`config.mk`:
```
export PLATFORM = sky130hd
export DESIGN_NAME = glitch_sequencer
export DESIGN_NICKNAME = d
export VERILOG_FILES = /design/src/rtl/glitch_sequencer.sv
export SDC_FILE = /design/constraint.sdc
export NUM_CORES = 1
export LEC_CHECK = 0
export BUFFER_PORTS_ARGS = -buffer_cell sky130_fd_sc_hd__buf_4
export CORE_ASPECT_RATIO = 1.25
export CORE_MARGIN = 5
export CORE_UTILIZATION = 30
export DETAILED_ROUTE_END_ITERATION = 10
export HOLD_SLACK_MARGIN = 0.06
export PLACE_DENSITY_LB_ADDON = 0.1
export SLEW_MARGIN = 20
export SYNTH_ARGS = -nofsm -noshare
export SYNTH_HDL_FRONTEND = slang
export SYNTH_SLANG_ARGS = --single-unit
```
`constraint.sdc`:
```
create_clock -name clk -period 2.58 [get_ports clk]
set_input_delay 0.129 -clock clk [delete_from_list [all_inputs] [get_ports clk]]
set_output_delay 0.129 -clock clk [all_outputs]
set_load 0.01 [all_outputs]
```
`src/rtl/glitch_sequencer.sv`:
```
// Glitch program sequencer: walks a ROM of 12-bit instructions, sending bytes,
// waiting delay-table counts and firing glitch pulses until a halt condition.
module glitch_sequencer #(
  parameter int unsigned PROG_LEN   = 14,
  parameter int unsigned NUM_DELAYS = 4
) (
  input  logic        clk,
  input  logic        rst_n,
  input  logic        start,
  input  logic        abort,
  output logic [7:0]  instr_pt,
  input  logic [11:0] instr,
  output logic [7:0]  delay_num,
  input  logic [31:0] delay_len,
  output logic [7:0]  tx_data,
  output logic        tx_valid,
  input  logic        tx_ready,
  output logic        glitch_out,
  output logic        busy,
  output logic        done,
  output logic        halted
);

  localparam logic [7:0] ProgLen   = 8'(PROG_LEN);
  localparam logic [7:0] NumDelays = 8'(NUM_DELAYS);

  localparam logic [1:0] OpTx     = 2'b00;
  localparam logic [1:0] OpGlitch = 2'b01;
  localparam logic [1:0] OpDelay  = 2'b10;

  typedef enum logic [2:0] {
    StIdle, StFetch, StTx, StDelayLoad, StDelay, StGlitch, StEnd
  } state_e;

  state_e      state_q, state_d;
  logic [7:0]  pc_q, pc_d;
  logic [7:0]  delay_num_q, delay_num_d;
  logic [7:0]  tx_data_q, tx_data_d;
  logic        tx_valid_q, tx_valid_d;
  logic        glitch_q, glitch_d;
  logic        halted_q, halted_d;
  logic [31:0] cnt_q, cnt_d;

  logic [1:0]  op;
  logic        ins_valid;
  logic [7:0]  ins_data;
  logic [31:0] dly_load;
  logic        unused_instr;

  assign op           = instr[11:10];
  assign ins_valid    = instr[9];
  assign ins_data     = instr[8:1];
  assign unused_instr = instr[0];

  // Out-of-table indices behave as a zero-length delay.
  assign dly_load = (delay_num_q >= NumDelays) ? 32'd0 : delay_len;

  always_ff @(posedge clk or negedge rst_n) begin
    if (!rst_n) begin
      state_q     <= StIdle;
      pc_q        <= 8'd0;
      delay_num_q <= 8'd0;
      tx_data_q   <= 8'd0;
      tx_valid_q  <= 1'b0;
      glitch_q    <= 1'b0;
      halted_q    <= 1'b0;
      cnt_q       <= 32'd0;
    end else begin
      state_q     <= state_d;
      pc_q        <= pc_d;
      delay_num_q <= delay_num_d;
      tx_data_q   <= tx_data_d;
      tx_valid_q  <= tx_valid_d;
      glitch_q    <= glitch_d;
      halted_q    <= halted_d;
      cnt_q       <= cnt_d;
    end
  end

  always_comb begin
    state_d     = state_q;
    pc_d        = pc_q;
    delay_num_d = delay_num_q;
    tx_data_d   = tx_data_q;
    tx_valid_d  = tx_valid_q;
    glitch_d    = glitch_q;
    halted_d    = halted_q;
    cnt_d       = cnt_q;
    if (abort) begin
      state_d    = StIdle;
      tx_valid_d = 1'b0;
      glitch_d   = 1'b0;
      cnt_d      = 32'd0;
    end else begin
      unique case (state_q)
        StIdle: begin
          if (start) begin
            pc_d     = 8'd0;
            halted_d = 1'b0;
            state_d  = StFetch;
          end
        end
        StFetch: begin
          // pc 255 is terminal so the counter can never wrap.
          if (pc_q >= ProgLen || pc_q == 8'hFF || !ins_valid) begin
            state_d = StEnd;
          end else if (op == OpTx) begin
            tx_data_d  = ins_data;
            tx_valid_d = 1'b1;
            state_d    = StTx;
          end else if (op == OpDelay) begin
            delay_num_d = ins_data;
            state_d     = StDelayLoad;
          end else if (op == OpGlitch) begin
            if (ins_data == 8'hFF) begin
              state_d = StEnd;
            end else if (ins_data == 8'h00) begin
              pc_d = pc_q + 8'd1;
            end else begin
              cnt_d    = {24'd0, ins_data};
              glitch_d = 1'b1;
              state_d  = StGlitch;
            end
          end else begin
            state_d = StEnd;
          end
        end
        StTx: begin
          if (tx_ready) begin
            tx_valid_d = 1'b0;
            pc_d       = pc_q + 8'd1;
            state_d    = StFetch;
          end
        end
        StDelayLoad: begin
          cnt_d = dly_load;
          if (dly_load == 32'd0) begin
            pc_d    = pc_q + 8'd1;
            state_d = StFetch;
          end else begin
            state_d = StDelay;
          end
        end
        StDelay, StGlitch: begin
          if (cnt_q <= 32'd1) begin
            cnt_d    = 32'd0;
            glitch_d = 1'b0;
            pc_d     = pc_q + 8'd1;
            state_d  = StFetch;
          end else begin
            cnt_d = cnt_q - 32'd1;
          end
        end
        StEnd: begin
          halted_d = 1'b1;
          state_d  = StIdle;
        end
        default: state_d = StIdle;
      endcase
    end
  end

  always_comb begin
    busy       = (state_q != StIdle);
    done       = (state_q == StEnd);
    instr_pt   = pc_q;
    delay_num  = delay_num_q;
    tx_data    = tx_data_q;
    tx_valid   = tx_valid_q;
    glitch_out = glitch_q;
    halted     = halted_q;
  end

endmodule

```
==> out/summary.txt <==
Hold Crit Class -> in2reg
PortBufs -> 76
Floorplan row count -> 46
Fmax -> 385 MHz
Vias -> 3991
Pwr Total -> 0.00732 W
VDD IR max -> 664 uV
Clk_lat worst skew -> 330 ps
Area of the multi-input gates -> 2210 um2
Final period util -> 101%
Grt total ovfl -> 0
Failing checks -> setup timing
CTS tree -> yes
Post-synth EDFFs -> 0
Setup WS post-layout -> -18.5 ps
Most used DFF post-synth -> dfrtp_1
Cell variety after synth -> 56
Vias per cell -> 5.44
Root Driver -> clkbuf_16
Final net count -> 614
First-pass GRT wire length -> 21500 um
Flops & latches, synth -> 62
Synth Net Count -> 481
Design Area, Final -> 5500 um2
Overall Global Routing Usage -> 17.7%
CTS buffer count -> 9
Io pins -> 78
Max-slew violations -> 0
Most frequent cells in the layout -> buf_4 (125), dfrtp_1 (62), nor2_1 (34)
Area Growth Syn to Fin -> 44.3%
Status -> finished, violations left
Max-slew headroom -> 43.5%
Largest net degree at the start of global routing -> 63
Commonest non-fill, non-tap cell in the layout -> buf_4
Number of remaining DRC errors -> 0
Initial Util -> 30.4%
CTS clock-pin slew for the worst setup and hold paths -> 60 ps
Clock skew -> 5.80 ps
Initial antenna violation count -> 0
Clock Sinks -> 62
Ranking of synthesized cells by area -> dfrtp_1 (41%), o21ai_0 (5.4%), mux2_2 (5.0%)
DR iter-0 viols -> 148
Chip width -> 111 um
Critical Path Start Type -> register
Share of cells above drive strength 1 -> 33.9%
Worst-path fanout max -> 5
Req. time, crit path -> 2800 ps
Setup Slack @ Placement -> -63.9 ps
Post-synthesis sequential area ratio -> 40.7%
Final setup fails -> 1
Clock tree buffer depth -> 2
H-tree levels -> 3
Hpwl dp -> 9810 um
Worst-margin pin slew -> 847 ps
Power per cell area -> 1330 nW/um2
Chip Height -> 136 um
Synthesis Warnings -> 0
Placed Area -> 4890 um2
Cell taking the most area after synthesis -> dfrtp_1
Crit Path Class -> reg2reg
GP Congestion -> 0.817
Fillers -> 1292
Die ar. -> 15100 um2
Final hold vios -> 0
Remaining antenna violation count after routing -> 0
ANT cells -> 0
Final min period -> 2600 ps
Share of flip-flops with an asynchronous set or reset -> 100%
Sequential cell area -> 1550 um2
Critical Path Sink Type -> register
Crit path DAT -> 2820 ps
Top-area cell type share of the netlist area -> 40.7%
Avg WL per Cell -> 18.1 um
First-pass DRT Iterations -> 4
Post-Route WL -> 13300 um
RSZ-0062 raised after global routing -> yes
Synthesized area per cell -> 8.90 um2
Cell count after synthesis -> 428
Syn Std Cell Area -> 3810 um2
Cell leakage power -> 2.53 nW
Max cap viols -> 0
Core area -> 12500 um2
Vias in the first global route -> 4130
## through the flow
step / cells / TNS (ps) / util, % / hold WS, ps
after floorplan: 428 / -95.5 / - / -167
after global placement: 697 / -43.3 / 39.0 / 297
after detailed placement: 697 / -312 / 39.0 / 308
after CTS: 729 / -34.0 / 42.7 / 60.6
after global routing: 734 / -362 / 43.8 / 67.5
final: 734 / -18.5 / 43.8 / 72.8
## flip-flops by register name, summed over array words and instances (netlist names)
| signal | count |
|---|---|
| cnt_q | 32 |
| delay_num | 8 |
| instr_pt | 8 |
| tx_data | 8 |
| state_q | 3 |
| glitch_out | 1 |
| halted | 1 |
| tx_valid | 1 |
## critical path, stage by stage (launching register included)
cell	delay [ps]
dfrtp_1	370
or4_4	550
or3_4	410
buf_6	130
nor4_4	240
buf_4	180
or2_4	190
buf_12	130
nor3_2	30
a221o_1	250
## synthesized netlist by cell type, types with 2 or more instances
master and instances:
clkbuf_1 20, a21o_1 7, nand4_1 4, buf_2 2, o22ai_1 3, and4_1 3
a221o_1 2, or3_1 7, ha_1 4, or2_2 5, and3_1 8, nand3_1 7
nand3b_1 2, nor4_1 24, a21boi_0 3, nor4_4 2, a211oi_1 3, and2_1 2
o2bb2ai_1 7, mux2_2 17, nor2_1 35, a31oi_1 2, a22o_1 7, nand2b_1 3
nand2_1 32, o221ai_1 2, o211ai_1 5, o41ai_1 2, a21oi_1 13, dfrtp_1 62
o31a_1 2, a32oi_1 7, o32a_1 2, o31ai_1 2, o21ai_0 41, nor3_1 22
nor2b_1 11, or4_1 5, inv_1 11, nand4b_1 2, a22oi_1 12, buf_1 2
## path summary, 6_finish.rpt
check | slack [ps] | from | cells after the start | endpoint
setup / recovery | -20 | cnt_q[6] | 9 | cnt_q[23]
setup reg to reg | -20 | cnt_q[6] | 9 | cnt_q[23]
hold / removal | 70 | delay_len[8] | 3 | cnt_q[8]
min in group asynchronous | 450 | rst_n | 2 | cnt_q[24]
max in group asynchronous | 1570 | rst_n | 2 | cnt_q[4]
hold reg to reg | 510 | tx_data[6] | 1 | tx_data[6]
## repair_timing
item	CTS	global route
pin swaps	6	20
hold endpoints to repair	74	0
setup endpoints to repair	15	35
buffers inserted	3	3
hold buffers	13	0
gates resized for setup	5	35
cloned	0	2
## kinds of logic after synthesis
logic type / Yosys count / synth area share [%]
buffers and inverters: 36 / 3.81
AND/OR/NAND/NOR: 177 / 25.3
multiplexers: 18 / 5.29
flip-flops: 62 / 40.7
adder cells (fa/ha/maj): 4 / 1.31
AO/OA/AOI/OAI: 130 / 23.3
XOR/XNOR: 1 / 0.230
## per-layer routing
| layer | vias up | track usage, % | wire length (um) |
|---|---|---|---|
| li1 | 1903 | - | - |
| met1 | 1958 | 22.0 | 5830 |
| met2 | 115 | 30.2 | 6550 |
| met3 | 15 | 4.32 | 695 |
| met4 | 0 | 5.82 | 223 |
| met5 | - | 0 | 0 |
## layout make-up
class	instances	area share (%)
inverters	11	0.751
multi-input cells	330	40.2
clock buffers	10	4.17
well taps	168	3.82
flip-flops and latches	62	28.2
clock inverters	6	1.14
repair buffers	147	21.7
## where the power goes
part	total, W	switching (W)	internal (W)
Sequential	0.00149	0.000237	0.00125
Clock	0.00121	0.000470	0.000744
Combinational	0.00462	0.00249	0.00213
Total	0.00732	0.00320	0.00412
Power figures use the tool's default switching activity.
